$ cat config.mk
export PLATFORM = sky130hd
export DESIGN_NAME = prod_accumulator_flat
export DESIGN_NICKNAME = d
export VERILOG_FILES = /design/src/rtl/prod_acc_pkg.sv /design/src/rtl/prod_accumulator_if.sv /design/src/rtl/sat_add.sv /design/src/rtl/prod_accumulator.sv /design/src/flat_wrapper.sv
export SDC_FILE = /design/constraint.sdc
export NUM_CORES = 1
export LEC_CHECK = 0
export CORE_MARGIN = 2
export CORE_UTILIZATION = 25
export CTS_CLUSTER_DIAMETER = 50
export DETAILED_ROUTE_END_ITERATION = 8
export SYNTH_ARGS = -nofsm -noshare
export SYNTH_HDL_FRONTEND = slang
export SYNTH_HIERARCHICAL = 1
export SYNTH_SLANG_ARGS = --single-unit
$ cat constraint.sdc
create_clock -name clk -period 2.8 [get_ports clk]
set_input_delay 0.56 -clock clk [delete_from_list [all_inputs] [get_ports clk]]
set_output_delay 0.56 -clock clk [all_outputs]
set_load 0.01 [all_outputs]
$ cat src/rtl/prod_acc_pkg.sv
// rtl/prod_acc_pkg.sv - shared defaults, count-width helper and FSM state type for prod_accumulator
package prod_acc_pkg;

    localparam int PROD_W_DFLT  = 8;
    localparam int ACC_W_DFLT   = 12;
    localparam int MAX_LEN_DFLT = 32;

    // One extra bit so a count equal to MAX_LEN is representable.
    function automatic int cnt_w(input int max_len);
        return $clog2(max_len) + 1;
    endfunction

    localparam int CNT_W_DFLT = cnt_w(MAX_LEN_DFLT);

    typedef enum logic [1:0] {
        IDLE = 2'd0,
        ACC  = 2'd1,
        HOLD = 2'd2
    } state_e;

endpackage

$ cat src/rtl/prod_accumulator_if.sv
// rtl/prod_accumulator_if.sv - product stream in, frame result out
interface prod_accumulator_if
    import prod_acc_pkg::*;
#(
    parameter int PROD_W = PROD_W_DFLT,
    parameter int ACC_W  = ACC_W_DFLT,
    parameter int CNT_W  = CNT_W_DFLT
);
    logic              in_valid;
    logic              in_ready;
    logic [PROD_W-1:0] in_prod;
    logic              in_last;
    logic              out_valid;
    logic              out_ready;
    logic [ACC_W-1:0]  out_sum;
    logic [CNT_W-1:0]  out_count;
    logic              out_ovf;

    modport master (
        output in_valid, in_prod, in_last, out_ready,
        input  in_ready, out_valid, out_sum, out_count, out_ovf
    );

    modport slave (
        input  in_valid, in_prod, in_last, out_ready,
        output in_ready, out_valid, out_sum, out_count, out_ovf
    );
endinterface

$ cat src/rtl/sat_add.sv
// rtl/sat_add.sv - unsigned saturating add of a product onto the accumulator
module sat_add
    import prod_acc_pkg::*;
#(
    parameter int ACC_W  = ACC_W_DFLT,
    parameter int PROD_W = PROD_W_DFLT
) (
    input  logic [ACC_W-1:0]  a,
    input  logic [PROD_W-1:0] b,
    output logic [ACC_W-1:0]  sum,
    output logic              carry
);
    logic [ACC_W:0] full;

    always_comb begin
        full  = {1'b0, a} + {{(ACC_W + 1 - PROD_W){1'b0}}, b};
        carry = full[ACC_W];
        sum   = carry ? {ACC_W{1'b1}} : full[ACC_W-1:0];
    end
endmodule

$ cat src/rtl/prod_accumulator.sv
// rtl/prod_accumulator.sv - frames a product stream into a saturated sum, count and overflow flag
module prod_accumulator
    import prod_acc_pkg::*;
#(
    parameter int PROD_W  = PROD_W_DFLT,
    parameter int ACC_W   = ACC_W_DFLT,
    parameter int MAX_LEN = MAX_LEN_DFLT
) (
    input logic             clk,
    input logic             rst_n,
    prod_accumulator_if.slave bus
);
    localparam int CNT_W = cnt_w(MAX_LEN);

    state_e             state_q, state_d;
    logic [ACC_W-1:0]   acc_q, acc_d;
    logic [CNT_W-1:0]   cnt_q, cnt_d;
    logic               ovf_q, ovf_d;
    logic               in_ready_q, in_ready_d;
    logic               out_valid_q, out_valid_d;
    logic [ACC_W-1:0]   out_sum_q, out_sum_d;
    logic [CNT_W-1:0]   out_count_q, out_count_d;
    logic               out_ovf_q, out_ovf_d;

    logic [ACC_W-1:0]   add_a;
    logic [ACC_W-1:0]   add_sum;
    logic               add_carry;
    logic [CNT_W-1:0]   cnt_inc;
    logic               accept;
    logic               close;

    // The first beat of a frame adds onto zero, so IDLE and ACC share one adder path.
    sat_add #(
        .ACC_W  (ACC_W),
        .PROD_W (PROD_W)
    ) u_sat_add (
        .a     (add_a),
        .b     (bus.in_prod),
        .sum   (add_sum),
        .carry (add_carry)
    );

    always_comb begin
        accept  = bus.in_valid && in_ready_q;
        add_a   = (state_q == IDLE) ? '0 : acc_q;
        cnt_inc = ((state_q == IDLE) ? '0 : cnt_q) + CNT_W'(1);
        close   = bus.in_last || (cnt_inc == CNT_W'(MAX_LEN));

        state_d     = state_q;
        acc_d       = acc_q;
        cnt_d       = cnt_q;
        ovf_d       = ovf_q;
        out_valid_d = out_valid_q;
        out_sum_d   = out_sum_q;
        out_count_d = out_count_q;
        out_ovf_d   = out_ovf_q;

        case (state_q)
            IDLE, ACC: begin
                if (accept) begin
                    acc_d = add_sum;
                    cnt_d = cnt_inc;
                    ovf_d = ((state_q == ACC) && ovf_q) || add_carry;
                    if (close) begin
                        state_d     = HOLD;
                        out_valid_d = 1'b1;
                        out_sum_d   = add_sum;
                        out_count_d = cnt_inc;
                        out_ovf_d   = ovf_d;
                    end else begin
                        state_d = ACC;
                    end
                end
            end
            HOLD: begin
                if (bus.out_ready) begin
                    state_d     = IDLE;
                    acc_d       = '0;
                    cnt_d       = '0;
                    ovf_d       = 1'b0;
                    out_valid_d = 1'b0;
                    out_sum_d   = '0;
                    out_count_d = '0;
                    out_ovf_d   = 1'b0;
                end
            end
            default: state_d = IDLE;
        endcase

        // Registered decode of the next state keeps in_ready independent of in_valid.
        in_ready_d = (state_d != HOLD);
    end

    always_ff @(posedge clk) begin
        if (!rst_n) begin
            state_q     <= IDLE;
            acc_q       <= '0;
            cnt_q       <= '0;
            ovf_q       <= 1'b0;
            in_ready_q  <= 1'b1;
            out_valid_q <= 1'b0;
            out_sum_q   <= '0;
            out_count_q <= '0;
            out_ovf_q   <= 1'b0;
        end else begin
            state_q     <= state_d;
            acc_q       <= acc_d;
            cnt_q       <= cnt_d;
            ovf_q       <= ovf_d;
            in_ready_q  <= in_ready_d;
            out_valid_q <= out_valid_d;
            out_sum_q   <= out_sum_d;
            out_count_q <= out_count_d;
            out_ovf_q   <= out_ovf_d;
        end
    end

    assign bus.in_ready  = in_ready_q;
    assign bus.out_valid = out_valid_q;
    assign bus.out_sum   = out_sum_q;
    assign bus.out_count = out_count_q;
    assign bus.out_ovf   = out_ovf_q;

endmodule

$ cat src/flat_wrapper.sv
// flat-port wrapper written by rule: the top's interface ports become plain ports
module prod_accumulator_flat import prod_acc_pkg::*;
#(
    parameter int PROD_W  = PROD_W_DFLT,
    parameter int ACC_W   = ACC_W_DFLT,
    parameter int MAX_LEN = MAX_LEN_DFLT
)
  (clk, rst_n, bus_in_valid, bus_in_prod, bus_in_last, bus_out_ready, bus_in_ready, bus_out_valid, bus_out_sum, bus_out_count, bus_out_ovf);
  prod_accumulator_if #(.PROD_W(PROD_W), .ACC_W(ACC_W), .CNT_W(6)) bus_i ();
  input logic clk;
  input logic rst_n;
  input wire logic [$bits(bus_i.in_valid)-1:0] bus_in_valid;
  input wire logic [$bits(bus_i.in_prod)-1:0] bus_in_prod;
  input wire logic [$bits(bus_i.in_last)-1:0] bus_in_last;
  input wire logic [$bits(bus_i.out_ready)-1:0] bus_out_ready;
  output wire logic [$bits(bus_i.in_ready)-1:0] bus_in_ready;
  output wire logic [$bits(bus_i.out_valid)-1:0] bus_out_valid;
  output wire logic [$bits(bus_i.out_sum)-1:0] bus_out_sum;
  output wire logic [$bits(bus_i.out_count)-1:0] bus_out_count;
  output wire logic [$bits(bus_i.out_ovf)-1:0] bus_out_ovf;
  assign bus_i.in_valid = bus_in_valid;
  assign bus_i.in_prod = bus_in_prod;
  assign bus_i.in_last = bus_in_last;
  assign bus_i.out_ready = bus_out_ready;
  assign bus_in_ready = bus_i.in_ready;
  assign bus_out_valid = bus_i.out_valid;
  assign bus_out_sum = bus_i.out_sum;
  assign bus_out_count = bus_i.out_count;
  assign bus_out_ovf = bus_i.out_ovf;
  prod_accumulator #(.PROD_W(PROD_W), .ACC_W(ACC_W), .MAX_LEN(MAX_LEN)) u_core (.clk(clk), .rst_n(rst_n), .bus(bus_i));
endmodule
==> impl_results.md <==
- Status: finished, final reports clean
- DRC viols: 0
- R2r endpoint: u_core/bus.out_sum[10]
- Fillers: approximately 1,000
- Clk_lat worst skew: 0.30 ns
- Final non-filler cell total: 443
- Reg2Reg Launch Point: u_core/state_q[0]
- Cell with the most instances after synthesis: dfxtp_1
- Drt first pass iters: 4
- Die area: 10,440 sq um
- DPL Wire Length: 4233 um
- Cell Rows: 35
- Peak VDD IR: between 0.15 and 0.2 mV
- Place WS: -0.2567 ns
- Reg2Reg Depth: 11
- Lkg Pwr: 1.211 nW
- Final Hold Viols: 0
- Total congestion overflow: 0
- Area of the multi-input gates: 1444 sq um
- IO Port Bufs: 33
- Post-synth EDFFs: 0
- Count of final setup violators: 0
- Slew @ Worst Pin: 0.7266 ns
- Final Cycle Share: 0.9395
- Fin. max-slew vios: 0
- Placed Cells: 435
- Final sum of negative setup slack: 0 ns
- Clock buffer depth: 2
- RSZ-0062 raised after global routing: false
- Register area share after synthesis: 0.3491
- Dpl cell area: just under 3000 sq um
- Die width: 102.2 um
- Synth warn: 6
- Clk sink count: 42
- Clk pin slew, worst setup/hold paths: 0.09 ns
- Design Area, Final: 3003 sq um
- HP Class: reg -> reg
- Overall power: 0.001412 W
- Commonest cells post-synth: dfxtp_1 (42), nand2_1 (33), a21oi_1 (27), o21ai_0 (17), nor2b_1 (13)
- R2R Setup Slk: 0.25 ns
- Average wire per standard cell: 13.66 um
- Tmin final: 2.630 ns
- Gr usage total: 0.1198
- First-pass GRT wire length: 9942 um
- Cell variety after synth: 58
- Max cap viols: 0
- Register area: 840.8 sq um
- # hold bufs at CTS: 0
- Crit path to: u_core/bus.out_sum[10]
- Initial core utilization: 0.2594
- Number of global-route vias before repair: 2,056
- Mapped Area: ~2400 sq um
- Critical Path Sink Type: flop
- CTS tree: built
- Vias per std cell: 4.810
- Synth top area cells: dfxtp_1 (35%), a21oi_1 (5.6%), nand2_1 (5.1%)
- Mean Syn Cell Area: 8.664 sq um
- H-Tree Depth: 2
- Initial DRC Count: roughly 110
- Post-CTS Resized: 0
- Antenna Cells: 0
- Setup CP Type: in -> reg
- DR vias: approximately 2,100
- Final #Nets: 335
- Layout cell share with drive strength beyond 1: 0.1115
- Crit path DAT: 2.82 ns
- Io pins: 34
- Largest net degree at the start of global routing: 35
- Total setup buffers inserted after CTS: 0
- Clk Tree Root Cell: clkbuf_8
- PwrDens: between 400 and 500 nW/um^2
- Initial antenna violation count: 0
- Routed wire length: 6052 um
- Setup crit start: bus_in_prod[0]
- ANT nets after route: 0
- Final worst setup slack: 0.1695 ns
- Layout area overhead: 24.68%
- Crit Path Max Fanout: 5
- Mapped Nets: 300
- Inserted Clock Buffers: 5
- Async SR Flop Fraction: 0
- Worst Skew: 0.009486 ns
- Die height: 102.2 um
- WP data required: around 3 ns
- Post-synth top flop: dfxtp_1
- Startpoint type of the worst setup path: input port
- Core Region: 9284 sq um
- Fmax: 0.3802 GHz
- Count of state elements after synthesis: 42
- Slew Limit Headroom: 0.5156
- Share of the synthesized area in the top cell type: 0.3491
- Hold Crit Depth: 2
- Yosys top cell by area: dfxtp_1
- Syn Inst Count: between 200 and 300
- Gpl congestion: 0.8425
==> routing by layer <==
metal  vias to the layer above  global-route usage  wire, um
met1                       997              0.1667      3030
met3                         6             0.03146       315
met2                        41              0.1847      2643
met5                         -                   0         0
met4                         0             0.03077        63
li1                       1087                   -         -
==> kinds of logic after synthesis <==
group / after synthesis / synth area share
AND/OR/NAND/NOR: 95 / 0.2171
XOR/XNOR: 9 / 0.03272
AO/OA/AOI/OAI: 95 / 0.2857
multiplexers: 2 / 0.008831
buffers and inverters: 26 / 0.05661
flip-flops: 42 / 0.3491
adder cells (fa/ha/maj): 9 / 0.04987
==> flip-flops by register name, indices dropped and copies added, names as in the netlist <==
register              count
u_core/bus.out_ovf        1
u_core/acc_q             12
u_core/bus.in_ready       1
u_core/state_q            2
u_core/bus.out_sum       12
u_core/cnt_q              6
u_core/ovf_q              1
u_core/bus.out_valid      1
u_core/bus.out_count      6
==> how the worst min path moves through the flow <==
stage	from	end
floorplan	u_core/acc_q[2]	u_core/acc_q[2]
global placement	u_core/acc_q[6]	u_core/acc_q[6]
detailed placement	u_core/acc_q[1]	u_core/acc_q[1]
CTS	u_core/acc_q[1]	u_core/acc_q[1]
global route	u_core/acc_q[0]	u_core/acc_q[0]
finish	u_core/acc_q[0]	u_core/acc_q[0]
==> area by class of cell <==
| class | count | area share |
|---|---|---|
| clock buffer | 7 | 0.02875 |
| clock inverter | 1 | 0.002917 |
| inverter | 8 | 0.01000 |
| multi-input combinational | 210 | 0.4808 |
| sequential | 42 | 0.2800 |
| tap | 129 | 0.05375 |
| timing repair buffer | 46 | 0.1438 |
==> placed cells by master (no fill, tap or decap), types with 2 or more instances in the layout <==
cell type        netlist  layout
clkbuf_8               0       6
nor2_4                 1       2
inv_1                  7       7
xor2_1                 4       4
buf_4                  2      12
nor2b_1               13      13
a21boi_0               4       4
clkdlybuf4s50_1        0      33
nand2_1               33      33
nand4_1                9       9
a2bb2oi_1              3       3
ha_1                   8       8
o21ai_2                2       2
a21o_1                 3       3
xnor2_1                5       5
dfxtp_1               42      42
nor2_1                 9       8
o211a_1               10      10
a31oi_1                2       2
o211ai_2               2       2
o21a_1                 3       3
nand2b_1               4       4
o221a_1                6       6
nand3_1               11      11
a21oi_1               27      27
nor3_1                 3       3
o21ai_0               17      17
a211oi_1               4       3
o211ai_1               3       3
==> critical path, cell delays in order <==
cell             delay (ns)
clkdlybuf4s50_1        0.40
ha_1                   0.21
fa_1                   0.40
a211oi_2               0.25
o211ai_2               0.16
nand4_1                0.14
mux2_1                 0.32
nand2_1                0.06
nand2_1                0.08
o221a_1                0.23
==> metrics by stage <==
step / util / hold WS, ns
after floorplan: - / 0.4273
after global placement: 0.3115 / 0.4362
after detailed placement: 0.3115 / 0.4401
after CTS: 0.3217 / 0.4523
after global routing: 0.3235 / 0.4761
final: 0.3235 / 0.4524
==> where the power goes <==
part	switching, W	total (W)	internal [W]
Clock	0.000220	0.000424	0.000204
Sequential	0.0000281	0.000668	0.000640
Combinational	0.000174	0.000320	0.000147
Total	0.000422	0.00141	0.000990
No activity file was read; power rests on OpenSTA's default activity.
